### config.mk
export PLATFORM = sky130hd
export DESIGN_NAME = fdiv_iter
export DESIGN_NICKNAME = d
export VERILOG_FILES = /design/src/rtl/fpu_pkg.sv /design/src/rtl/fdiv_step.sv /design/src/rtl/fdiv_iter.sv
export SDC_FILE = /design/constraint.sdc
export NUM_CORES = 1
export LEC_CHECK = 0
export CAP_MARGIN = 25
export CORE_MARGIN = 2
export CORE_UTILIZATION = 51
export DETAILED_ROUTE_END_ITERATION = 6
export GPL_ROUTABILITY_DRIVEN = 0
export PLACE_DENSITY = 0.77
export RECOVER_POWER = 50
export SLEW_MARGIN = 10
export SYNTH_ARGS = -nofsm -noshare
export SYNTH_HDL_FRONTEND = slang
export SYNTH_HIERARCHICAL = 1
export SYNTH_SLANG_ARGS = --single-unit
export TNS_END_PERCENT = 1
### constraint.sdc
create_clock -name clk -period 4.2 [get_ports clk]
set_clock_uncertainty 0.1 [all_clocks]
set_input_delay 0.84 -clock clk [delete_from_list [all_inputs] [get_ports clk]]
set_output_delay 0.84 -clock clk [all_outputs]
set_load 0.005 [all_outputs]
### src/rtl/fpu_pkg.sv
// -----------------------------------------------------------------------------
// fpu_pkg
// Shared definitions for the FPU execute-stage units (fmul, fdiv_iter).
//   - IEEE-754 single-precision field widths and constants
//   - fdiv_iter FSM state encoding
//   - fdiv_iter iteration geometry
//
// Build option:
//   FDIV_RADIX4_EN  when defined, two restoring steps are performed per clock.
//                   This gives 13 iterations instead of 25.
// -----------------------------------------------------------------------------
package fpu_pkg;

    localparam int          EXP_W   = 8;
    localparam int          MAN_W   = 23;
    localparam int          BIAS    = 127;
    localparam logic [7:0]  EXP_INF = 8'hFF;

    // The quotient has 1 guard bit and 24 significant bits.
    localparam int QW    = 25;
    localparam int CNT_W = 5;

`ifdef FDIV_RADIX4_EN
    localparam int STEPS = 2;
    localparam int ITER  = 13;
`else
    localparam int STEPS = 1;
    localparam int ITER  = 25;
`endif

    // Counter value held during the final DIV edge.
    localparam logic [CNT_W-1:0] LAST_CNT = CNT_W'(ITER - 1);

    typedef enum logic [1:0] {
        ST_IDLE = 2'd0,
        ST_DIV  = 2'd1,
        ST_DONE = 2'd2
    } state_e;

endpackage

### src/rtl/fdiv_step.sv
// -----------------------------------------------------------------------------
// fdiv_step
// One combinational restoring-division step on the mantissa remainder.
//
// Ports
//   r       in   25  current partial remainder
//   mb      in   24  divisor mantissa, hidden 1 included
//   r_next  out  25  remainder for the next step, already shifted left by 1
//   q_bit   out  1   quotient bit produced by this step
// -----------------------------------------------------------------------------
module fdiv_step (
    input  logic [24:0] r,
    input  logic [23:0] mb,
    output logic [24:0] r_next,
    output logic        q_bit
);

    logic [24:0] mb_ext;
    logic [24:0] diff;
    logic [24:0] sel;

    assign mb_ext = {1'b0, mb};
    assign q_bit  = (r >= mb_ext);
    assign diff   = r - mb_ext;
    assign sel    = q_bit ? diff : r;

    // The invariant r < 2*mb means the shifted value always fits in 25 bits.
    assign r_next = sel << 1;

endmodule

### src/rtl/fdiv_iter.sv
// -----------------------------------------------------------------------------
// fdiv_iter
// Iterative single-precision divider, y = x1 / x2.
//   - Uses hidden-1 mantissas.
//   - Truncates the result; no rounding.
//   - Never produces NaN or denormal outputs.
//   - Inputs with exponent 0 that are not zero are treated as normal numbers.
//
// Ports
//   clk          in   1   clock, rising edge
//   rst          in   1   asynchronous, active-high reset
//   in_valid     in   1   operands valid
//   in_ready     out  1   unit accepts operands this cycle
//   x1           in   32  dividend
//   x2           in   32  divisor
//   y_valid      out  1   result valid; held until consumed
//   y_ready      in   1   consumer accepts y
//   y            out  32  quotient
//   dbg_state_o  out  2   current FSM state: 0 = IDLE, 1 = DIV, 2 = DONE
//
// Handshake: a transfer happens on a rising edge where valid and ready are
// both high. A producer holds valid and its data stable until that edge. A
// consumer may raise or lower ready freely.
//
// Build option:
//   FDIV_RADIX4_EN  chains two fdiv_step instances, giving 13 DIV edges.
//                   The y value is bit-identical to the default build.
// -----------------------------------------------------------------------------
module fdiv_iter
    import fpu_pkg::*;
(
    input  logic        clk,
    input  logic        rst,
    input  logic        in_valid,
    output logic        in_ready,
    input  logic [31:0] x1,
    input  logic [31:0] x2,
    output logic        y_valid,
    input  logic        y_ready,
    output logic [31:0] y,
    output logic [1:0]  dbg_state_o
);

    state_e             state_q;
    logic [CNT_W-1:0]   cnt_q;
    logic               sy_q;
    logic               z1_q;
    logic               z2_q;
    logic [EXP_W-1:0]   e1_q;
    logic [EXP_W-1:0]   e2_q;
    logic [23:0]        mb_q;
    logic [24:0]        r_q;
    logic [23:0]        q_q;       // quotient bits collected so far, MSB first
    logic [31:0]        y_q;
    logic               y_valid_q;

    logic               accept;
    logic [24:0]        r_d;
    logic [23:0]        q_d;
    logic [QW-1:0]      quot;
    logic [9:0]         ea;
    logic [MAN_W-1:0]   mant;
    logic [31:0]        y_d;

    logic [24:0]        r1;
    logic               b0;

    assign in_ready    = (state_q == ST_IDLE) | ((state_q == ST_DONE) & y_ready);
    assign accept      = in_valid & in_ready;
    assign y           = y_q;
    assign y_valid     = y_valid_q;
    assign dbg_state_o = state_q;

    fdiv_step u_step0 (
        .r      (r_q),
        .mb     (mb_q),
        .r_next (r1),
        .q_bit  (b0)
    );

`ifdef FDIV_RADIX4_EN
    logic [24:0] r2;
    logic        b1;

    fdiv_step u_step1 (
        .r      (r1),
        .mb     (mb_q),
        .r_next (r2),
        .q_bit  (b1)
    );

    assign r_d = r2;
    assign q_d = {q_q[21:0], b0, b1};
`else
    assign r_d = r1;
    assign q_d = {q_q[22:0], b0};
`endif

    // On the final edge, q_q already holds 24 bits and b0 is bit 25.
    // In the radix-4 build, the 26th bit (b1) of that edge is dropped.
    assign quot = {q_q, b0};

    // ea is a 10-bit two's-complement value; bit 9 is the sign.
    assign ea   = {2'b00, e1_q} - {2'b00, e2_q}
                + (quot[QW-1] ? 10'(BIAS) : 10'(BIAS - 1));
    assign mant = quot[QW-1] ? quot[23:1] : quot[22:0];

    always_comb begin
        y_d = {sy_q, ea[7:0], mant};
        if (z2_q) begin
            y_d = {sy_q, EXP_INF, {MAN_W{1'b0}}};
        end else if (z1_q) begin
            y_d = {sy_q, 31'b0};
        end else if (ea[9] || (ea == 10'd0)) begin
            y_d = {sy_q, 31'b0};
        end else if (ea[8:0] >= 9'd255) begin
            y_d = {sy_q, EXP_INF, {MAN_W{1'b0}}};
        end
    end

    always_ff @(posedge clk or posedge rst) begin
        if (rst) begin
            state_q   <= ST_IDLE;
            cnt_q     <= '0;
            sy_q      <= 1'b0;
            z1_q      <= 1'b0;
            z2_q      <= 1'b0;
            e1_q      <= '0;
            e2_q      <= '0;
            mb_q      <= '0;
            r_q       <= '0;
            q_q       <= '0;
            y_q       <= '0;
            y_valid_q <= 1'b0;
        end else begin
            case (state_q)
                ST_IDLE: begin
                    if (accept) begin
                        state_q <= ST_DIV;
                    end
                end
                ST_DIV: begin
                    r_q   <= r_d;
                    q_q   <= q_d;
                    cnt_q <= cnt_q + CNT_W'(1);
                    if (cnt_q == LAST_CNT) begin
                        state_q   <= ST_DONE;
                        y_q       <= y_d;
                        y_valid_q <= 1'b1;
                    end
                end
                ST_DONE: begin
                    if (y_ready) begin
                        y_valid_q <= 1'b0;
                        state_q   <= in_valid ? ST_DIV : ST_IDLE;
                    end
                end
                default: begin
                    state_q <= ST_IDLE;
                end
            endcase

            // Accept only happens in IDLE or DONE, so it never collides
            // with the DIV updates of r_q, q_q and cnt_q.
            if (accept) begin
                sy_q  <= x1[31] ^ x2[31];
                e1_q  <= x1[30:23];
                e2_q  <= x2[30:23];
                z1_q  <= (x1[30:0] == 31'd0);
                z2_q  <= (x2[30:0] == 31'd0);
                mb_q  <= {1'b1, x2[22:0]};
                r_q   <= {2'b01, x1[22:0]};
                q_q   <= '0;
                cnt_q <= '0;
            end
        end
    end

endmodule

==> results of run 1 <==
## final cells by class
type | count | area share [%]
repair buffers | 114 | 11.2
well taps | 216 | 2.71
clock buffers | 17 | 4.27
multi-input cells | 721 | 44.9
inverters | 48 | 1.82
flip-flops and latches | 132 | 33.2
clock inverters | 15 | 1.85
## routing by layer
metal,part of all wire (%),vias to the layer above,GRT usage [%]
met5,0,-,0
met3,4.6,31,4.89
met2,49,189,40.7
met4,1.9,0,7.88
met1,45,3398,32.4
li1,-,3467,-
## flip-flops by register name, indices dropped and copies added, names as in the netlist
signal	count
sy_q	1
z1_q	1
e2_q	8
y	32
q_q	24
e1_q	8
y_valid	1
r_q	25
dbg_state_o	2
z2_q	1
cnt_q	5
mb_q	24
## cells in the mapped netlist (4+ instances only)
library cell    n
nand2_1       282
dfrtp_1       132
a21oi_1        62
o21ai_0        50
inv_1          47
ha_1           36
clkbuf_1       33
nor2_1         31
mux2i_1        26
a22oi_1        23
o41ai_2        23
nor4_1         17
xnor2_1        17
xor2_1         14
nand4_1        13
a21o_1         12
buf_2           9
nand3_1         9
nor2b_1         9
o21ai_1         9
nor3_1          8
and2_1          6
and3_1          5
nand2b_1        5
o31ai_1         5
a31oi_1         4
buf_6           4
o41ai_1         4
## metrics by stage
stage	instances	hold slack [ps]	cell area [µm²]
after global routing	1263	391	9960
final	1263	374	9960
after CTS	1262	379	9980
after floorplan	954	335	8210
after detailed placement	1230	360	9370
after global placement	1230	351	9370
## worst max path at each step
stage / start / to / slack, ps / cells after the start
final: e1_q[0] / y[9] / 440 / 12
after global routing: rst / mb_q[20] / 140 / 3
after CTS: e1_q[0] / y[9] / 470 / 12
after detailed placement: e1_q[0] / y[9] / 510 / 11
after global placement: e1_q[0] / y[9] / 670 / 12
after floorplan: e1_q[0] / y[0] / 1050 / 13
## power by group through the flow
stage / Combinational [µW] / Sequential [µW] / Clock (µW)
2_1_floorplan: 4950 / 2130 / 0
3_3_place_gp: 5950 / 2190 / 0
3_5_place_dp: 6110 / 2210 / 0
4_1_cts: 6160 / 2200 / 1550
5_1_grt: 6930 / 2280 / 1600
6_report: 6220 / 2210 / 1530
## worst min-delay path: stages, from the launching register on
cell	delay (ps)
dfrtp_1	340
nand2_1	50
nand2_1	50
## cell usage in the layout, fill, tap and decap left out, types with 9 or more instances in the layout
master,instances
nand2_1,282
dfrtp_1,132
clkdlybuf4s50_1,101
a21oi_1,62
o21ai_0,50
inv_1,46
ha_1,36
nor2_1,31
mux2i_1,26
o41ai_2,23
a22oi_1,23
xnor2_1,17
nor4_1,17
clkbuf_16,17
xor2_1,14
nand4_1,13
a21o_1,12
o21ai_1,9
nand3_1,9
## cell families after synthesis
family	count (synthesis)
and+or+nand+nor	404
muxes	28
AOI/OAI and AO/OA	217
other	1
buffers and inverters	101
DFF	132
xor gates and xnor gates	33
adders and majority gates	38
==> impl_metrics.tcl, run 1 <==
set metrics [dict create \
    cpPeakStageDelay_ps 780 \
    post_cts_resize_count 0 \
    clock_latency_ps 420 \
    htreeDepth 4 \
    synth_compound_area_share_pct 19.8 \
    leakage_uw 0.00453 \
    overflow 0 \
    post_synth_instance_area_um2 8200 \
    initial_core_util_pct 51.8 \
    reg2reg_depth 12 \
    hold-path-cell-count 2 \
    setup-violations-final 0 \
    hpwl_mm 13.9 \
    drc_errors 0 \
    swShare_pct 48.1 \
    grt_max_degree 73 \
    cts_setup_buffers 0 \
    clkSlewWorstSetupHoldPaths_ps 60 \
    ir_drop_uv 695 \
    startpoint_type "flop" \
    syn_area_per_cell_um2 8.60 \
    rows 46 \
    dp_slack_ps 515 \
    path_cells "inv_1 -> ha_1 -> inv_1 -> fa_1 -> and3_1 -> or3_4 -> a22oi_2 -> o2111ai_1 -> xnor2_2 -> nand4_1 -> o21ai_4 -> o41ai_2" \
    worst-r2r-setup-slack_ps 440 \
    wire_per_inst_um 15.7 \
    multi_input_area_um2 4480 \
    synthAdderAreaFrac_pct 5.98 \
    hold_buffers 0 \
    comb_power_share_pct 62.5 \
    yosys.area.top_type "dfrtp_1" \
    layout_min_cycle_time_ps 3760 \
    ios 104 \
    track_usage_pct 24.5 \
    async_flop_share_pct 100 \
    first_iter_violations 486 \
    routed_via_density 5.61 \
    maxClockFrequency_ghz 0.266 \
    hold-path-endpoint "mb_q[12]" \
    synthMuxAreaShare_pct 3.45 \
    worst_pin_slew_ps 1950 \
    grt_pass1_vias 6806 \
    synth-edff-count 0 \
    final_util_pct 62.9 \
    area_growth_pct 21.4 \
    postSynth.topFlopCell "dfrtp_1" \
    clockRootBuffer "clkbuf_16" \
    finalCritPeriodShare_pct 89.5 \
    cts_tree "yes" \
    io_buffers 103 \
    ant_nets 0 \
    yosys.area.top_type_share_pct 40.3 \
    power.switching_uw 4790 \
    clkPwrFrac_pct 15.4 \
    reg2reg_from "e1_q[0]" \
    die_x_um 131 \
    r2r-end "y[9]" \
    antenna_found_initial 0 \
    firstDrtPassIters 5 \
    crit_buf_inv 2 \
    fill_cells 1339 \
    cts_sinks 132 \
    cts_buffers 17 \
    crit_required_ps 4380 \
    core_um2 15800 \
    syn-instance-count 954 \
    yosys.area_share.simple_pct 21.5 \
    cap_violations 5 \
    rsz0062_at_grt "no" \
    max_slew_margin_pct -30.1 \
    die_y_um 131 \
    drive_gt1_share_pct 8.12 \
    power.total_uw 9960 \
    ys_types 70 \
    wirelength_mm 19.8 \
    critPathKind "flop to flop" \
    slew_viol_final 217 \
    fin_tns_setup_ps 0 \
    synth_xor_area_share_pct 3.71 \
    yosys_warnings 6 \
    antennaDiodeCount 0 \
    holdCritStartpoint "mb_q[12]" \
    path_common_cell "inv_1" \
    regArea_um2 3300 \
    crit_path_top_delay_cell "o21ai_4" \
    crit_arrival_ps 3930 \
    cp_max_fo 23 \
    failed_checks "capacitance limit, slew limit" \
    nNetsFinal 1140 \
    hold_viol 0 \
    cts_max_path_buffers 2 \
    die_area_um2 17100 \
    end_kind "flop" \
    hp-class "flop to flop" \
    status "finished, violations left" \
    synth_top_family_by_area "simple AND/OR/NAND/NOR gates" \
    grt_first_pass_wirelength_mm 33.2 \
    synth_nets 1060 \
    power_frac_seq_pct 22.2 \
    cell_internal_pwr_uw 5160 \
    synth_area_leaders "dfrtp_1, nand2_1, ha_1" \
    path_delay_family "compound AO/OA/AOI/OAI gates" \
    synth-seq-cells 132 \
    num_vias 7085 \
    seq_area_frac_synth_pct 40.3 \
    powerDensity_nw_per_um2 1000 \
    fin_ws_ps 442 \
]
No activity file was read; power rests on OpenSTA's default activity.
==> run 2: changes to the inputs <==
==> constraint.sdc (replaced) <==
create_clock -name clk -period 4.2 [get_ports clk]
set_clock_uncertainty 0.1 [all_clocks]
set_input_delay 0.84 -clock clk [delete_from_list [all_inputs] [get_ports clk]]
set_output_delay 0.84 -clock clk [all_outputs]
set_load 0.01 [all_outputs]
==> run 2 against run 1 <==
The run still ends with capacitance limit, slew limit left. Final area shrank 0.15%. Clock power down 3%. Sequential power hardly changed. Setup slack better by 88 ps. Combinational power hardly changed. Sequential share of layout area increased by 0.050 points. Flip-flop and latch count is the same. Critical path type unchanged. Largest power group unchanged. Highest routed layer unchanged.
==> impl_metrics.tcl, run 2 (same netlist as run 1, synthesis figures left out) <==
set metrics [dict create \
    status "finished, violations left" \
    failed_checks "capacitance limit, slew limit" \
    initial_core_util_pct 51.8 \
    crit_required_ps 4390 \
    ios 104 \
    ir_drop_uv 776 \
    instances_no_fill 1265 \
    use_met1_pct 32.5 \
    core_um2 15800 \
    antenna_found_initial 0 \
    die_x_um 131 \
    place_inst 1232 \
    critPathKind "flop to flop" \
    grt_pass1_vias 6726 \
    startpoint_type "flop" \
    largest_register_ffs 32 \
    reg2reg_from "e1_q[0]" \
    regArea_um2 3300 \
    cap_violations 4 \
    use_met3_pct 4.85 \
    clockRootBuffer "clkbuf_16" \
    worst_pin_slew_ps 1950 \
    holdCritStartpoint "mb_q[23]" \
    final_common_cell "nand2_1" \
    ant_nets 0 \
    cts_sinks 132 \
    io_buffers 103 \
    reg2reg_depth 12 \
    nNetsFinal 1142 \
    placed_area_um2 9380 \
    cts_tree "yes" \
    multi_input_area_um2 4480 \
    hold_viol 0 \
    die_y_um 131 \
    grt.met2_usage_pct 40.0 \
    drc_errors 0 \
    antennaDiodeCount 0 \
    design_area_um2 9950 \
    cts_setup_buffers 0 \
    hold_buffers 0 \
    worst-r2r-setup-slack_ps 530 \
    rsz0062_at_grt "no" \
    cp_max_fo 23 \
    routed_via_density 5.60 \
    fin_tns_setup_ps 0 \
    finalCritPeriodShare_pct 87.4 \
    final_cell_mix "nand2_1, dfrtp_1, clkdlybuf4s50_1" \
    powerDensity_nw_per_um2 997 \
    hold-path-cell-count 1 \
    hpwl_mm 13.7 \
    post_cts_resize_count 0 \
    crit_arrival_ps 3860 \
    dp_slack_ps 565 \
    clock_latency_ps 440 \
    fill_cells 1338 \
    hp-class "flop to flop" \
    maxClockFrequency_ghz 0.273 \
    drive_gt1_share_pct 8.10 \
    wire_per_inst_um 15.4 \
    hold-path-endpoint "mb_q[23]" \
    final_util_pct 62.8 \
    setup-violations-final 0 \
    cts_buffers 17 \
    rows 46 \
    htreeDepth 4 \
    globalRoute.busiestLayer "met2" \
    slew_viol_final 147 \
    area_growth_pct 21.2 \
    layout_min_cycle_time_ps 3670 \
    num_vias 7088 \
    overflow 0 \
    cts_max_path_buffers 2 \
    firstDrtPassIters 5 \
    clkSlewWorstSetupHoldPaths_ps 70 \
    first_iter_violations 430 \
    worstSetupStartpoint "e1_q[0]" \
    end_kind "flop" \
    grt_first_pass_wirelength_mm 32.6 \
    track_usage_pct 24.2 \
    wirelength_mm 19.5 \
    fin_ws_ps 531 \
    die_area_um2 17100 \
    max_slew_margin_pct -30.4 \
    r2r-end "y[17]" \
    grt_max_degree 70 \
    leakage_uw 0.00452 \
]
-- run 2: cell count changes in the layout (fill, tap and decap cells not counted), sizes merged --
cell / delta
bufinv: -1
clkinv: +1
clkbuf: +2
inv: -1
clkinvlp: +1
-- run 2: how the worst max path moves through the flow --
stage                       end  slack (ps)  cells past startpoint
after floorplan            y[0]        1050                     13
after global placement    y[10]         670                     12
after detailed placement  y[21]         570                     12
after CTS                 y[17]         540                     12
after global routing      y[17]         230                     12
final                     y[17]         530                     12
-- run 2: metrics by stage --
stage	hold WS (ps)	power [µW]
final	366	9920
after CTS	371	9880
after global routing	397	10800
after detailed placement	357	8330
after floorplan	335	7110
after global placement	352	8190
-- run 2: layout make-up --
class | instances | share of cell area [%]
Clock inverter | 15 | 1.66
Inverter | 48 | 1.82
Timing Repair Buffer | 116 | 11.3
Multi-Input combinational cell | 721 | 45.0
Tap cell | 216 | 2.72
Clock buffer | 17 | 4.28
Sequential cell | 132 | 33.2
-- run 2: power by group --
group / total [µW] / switching [µW] / internal (µW)
Combinational: 6230 / 3790 / 2440
Clock: 1490 / 649 / 842
Sequential: 2200 / 379 / 1820
-- run 2: layer usage --
layer,part of all wire (%),up-vias
met4,1.5,0
met5,0,-
met3,4.5,26
met2,48,194
li1,-,3461
met1,46,3407
-- run 2: critical path: stages, from the launching register on --
cell	delay, ps
dfrtp_1	360
inv_1	70
ha_1	180
inv_1	60
fa_1	420
xnor2_1	370
nand3_1	280
a221oi_1	330
o21ai_0	150
nand2_1	150
nand4_1	150
o21ai_4	760
o41ai_2	160
==> run 3: changes to the inputs <==
- GPL_TIMING_DRIVEN: default -> 0
==> run 3 against run 2 <==
The flow still finishes with violations (capacitance limit, slew limit). Sequential power barely moved. Power rose by 2.6%. Maximum frequency rose by 3.2%. Hold slack improved by 1.7 ps. Core utilization rose by 1.4 points. Cell count rose by 3.5%. Critical path type unchanged. Combinational power rose by 3.5%. Via count rose by 3.7%. Sequential share of layout area fell by 0.70 points. Setup slack improved by 110 ps.
==> impl_metrics.tcl, run 3 (same netlist as run 1, synthesis figures left out) <==
set metrics [dict create \
    status "finished, violations left" \
    failed_checks "capacitance limit, slew limit" \
    ios 104 \
    wirelength_mm 20.9 \
    rsz0062_at_grt "no" \
    overflow 0 \
    drc_errors 0 \
    die_y_um 131 \
    instances_no_fill 1309 \
    path_common_cell "inv_1" \
    path_delay_family "compound AO/OA/AOI/OAI gates" \
    clockRootBuffer "clkbuf_16" \
    final_util_pct 64.2 \
    io_buffers 103 \
    end_kind "flop" \
    cts_buffers 17 \
    leakage_uw 0.00466 \
    grt_first_pass_wirelength_mm 34.9 \
    first_iter_violations 630 \
    crit_arrival_ps 3770 \
    grt_pass1_vias 7178 \
    path_cells "inv_1 -> ha_1 -> inv_1 -> fa_1 -> and3_1 -> or3_4 -> a22oi_2 -> o2111ai_1 -> o21ai_1 -> xnor2_1 -> o21ai_4 -> buf_6 -> o41ai_2" \
    place_inst 1277 \
    cts_setup_buffers 0 \
    hold_buffers 0 \
    final_common_cell "nand2_1" \
    worst_pin_slew_ps 1710 \
    finalCritPeriodShare_pct 84.7 \
    fill_cells 1332 \
    critPathKind "flop to flop" \
    maxClockFrequency_ghz 0.281 \
    crit_required_ps 4410 \
    hold_viol 0 \
    largest_register_ffs 32 \
    hp-class "flop to flop" \
    clock_latency_ps 430 \
    wire_per_inst_um 15.9 \
    initial_core_util_pct 51.8 \
    rows 46 \
    nNetsFinal 1186 \
    post_cts_resize_count 0 \
    num_vias 7351 \
    crit_buf_inv 3 \
    cts_max_path_buffers 2 \
    die_area_um2 17100 \
    powerDensity_nw_per_um2 1000 \
    cts_sinks 132 \
    cpPeakStageDelay_ps 420 \
    layout_min_cycle_time_ps 3560 \
    fin_tns_setup_ps 0 \
    routed_via_density 5.62 \
    track_usage_pct 26.1 \
    max_slew_margin_pct -14.0 \
    htreeDepth 4 \
    die_x_um 131 \
    antenna_found_initial 0 \
    setup-violations-final 0 \
    final_cell_mix "nand2_1, dfrtp_1, clkdlybuf4s50_1" \
    area_growth_pct 23.9 \
    startpoint_type "flop" \
    cp_max_fo 10 \
    ir_drop_uv 517 \
    cts_tree "yes" \
    cap_violations 1 \
    crit_path_top_delay_cell "fa_1" \
    ant_nets 0 \
    power.total_uw 10200 \
    core_um2 15800 \
    slew_viol_final 31 \
    firstDrtPassIters 5 \
    drive_gt1_share_pct 8.69 \
    grt_max_degree 32 \
    antennaDiodeCount 0 \
    hpwl_mm 15.7 \
    clkSlewWorstSetupHoldPaths_ps 60 \
]
-- run 3: cell types whose count changed in the layout (fill, tap and decap cells not counted), sizes merged --
cell           previous run  this run
buf                       7        19
bufinv                    1         2
clkbuf                   23        59
clkdlybuf4s50           101        87
clkinv                    3         2
clkinvlp                  4         3
dlygate4sd3               2        16
inv                      55        52
-- run 3: layout make-up --
cell class | count | area (µm²) | area share (%)
plain buffers | 53 | 251 | 2.48
clock buffers | 21 | 470 | 4.63
clock inverters | 11 | 136 | 1.34
inverters | 48 | 181 | 1.79
multi-input cells | 721 | 4470 | 44.0
flip-flops and latches | 132 | 3300 | 32.5
well taps | 216 | 270 | 2.66
repair buffers | 107 | 1080 | 10.6
-- run 3: per-stage QoR --
| stage | worst slack (ps) | instance area, µm² | hold WS [ps] |
|---|---|---|---|
| floorplan | 1050 | 8210 | 335 |
| global placement | 390 | 9510 | 351 |
| detailed placement | 687 | 9590 | 352 |
| CTS | 623 | 10200 | 373 |
| global route | 362 | 10200 | 382 |
| finish | 643 | 10200 | 368 |
-- run 3: report_power, final --
group / switching (µW) / internal [µW]
clock: 595 / 932
sequential: 378 / 1820
combinational: 3880 / 2570
-- run 3: routing by layer --
metal	routed length, µm	up-vias	track usage [%]
met4	494	0	10.2
met3	1290	44	6.47
met1	9070	3495	33.1
met2	10000	246	43.0
met5	0	-	0
li1	-	3566	-
-- run 3: worst paths after layout --
kind	start	to	slack [ps]	depth (start not counted)
setup reg to reg	e1_q[0]	y[3]	640	13
hold / removal	mb_q[23]	mb_q[23]	370	1
hold reg to reg	mb_q[23]	mb_q[23]	370	1
max in group asynchronous	rst	r_q[21]	860	5
min in group asynchronous	rst	e1_q[1]	960	2
setup / recovery	e1_q[0]	y[3]	640	13
-- run 3: worst register-to-register path, stage by stage, from the launching register on --
cell and delay [ps]:
dfrtp_1 360, inv_1 100, ha_1 220, inv_1 70, fa_1 420, and3_1 180
or3_4 340, a22oi_2 220, o2111ai_1 220, o21ai_1 280, xnor2_1 250, o21ai_4 170
buf_6 190, o41ai_2 320
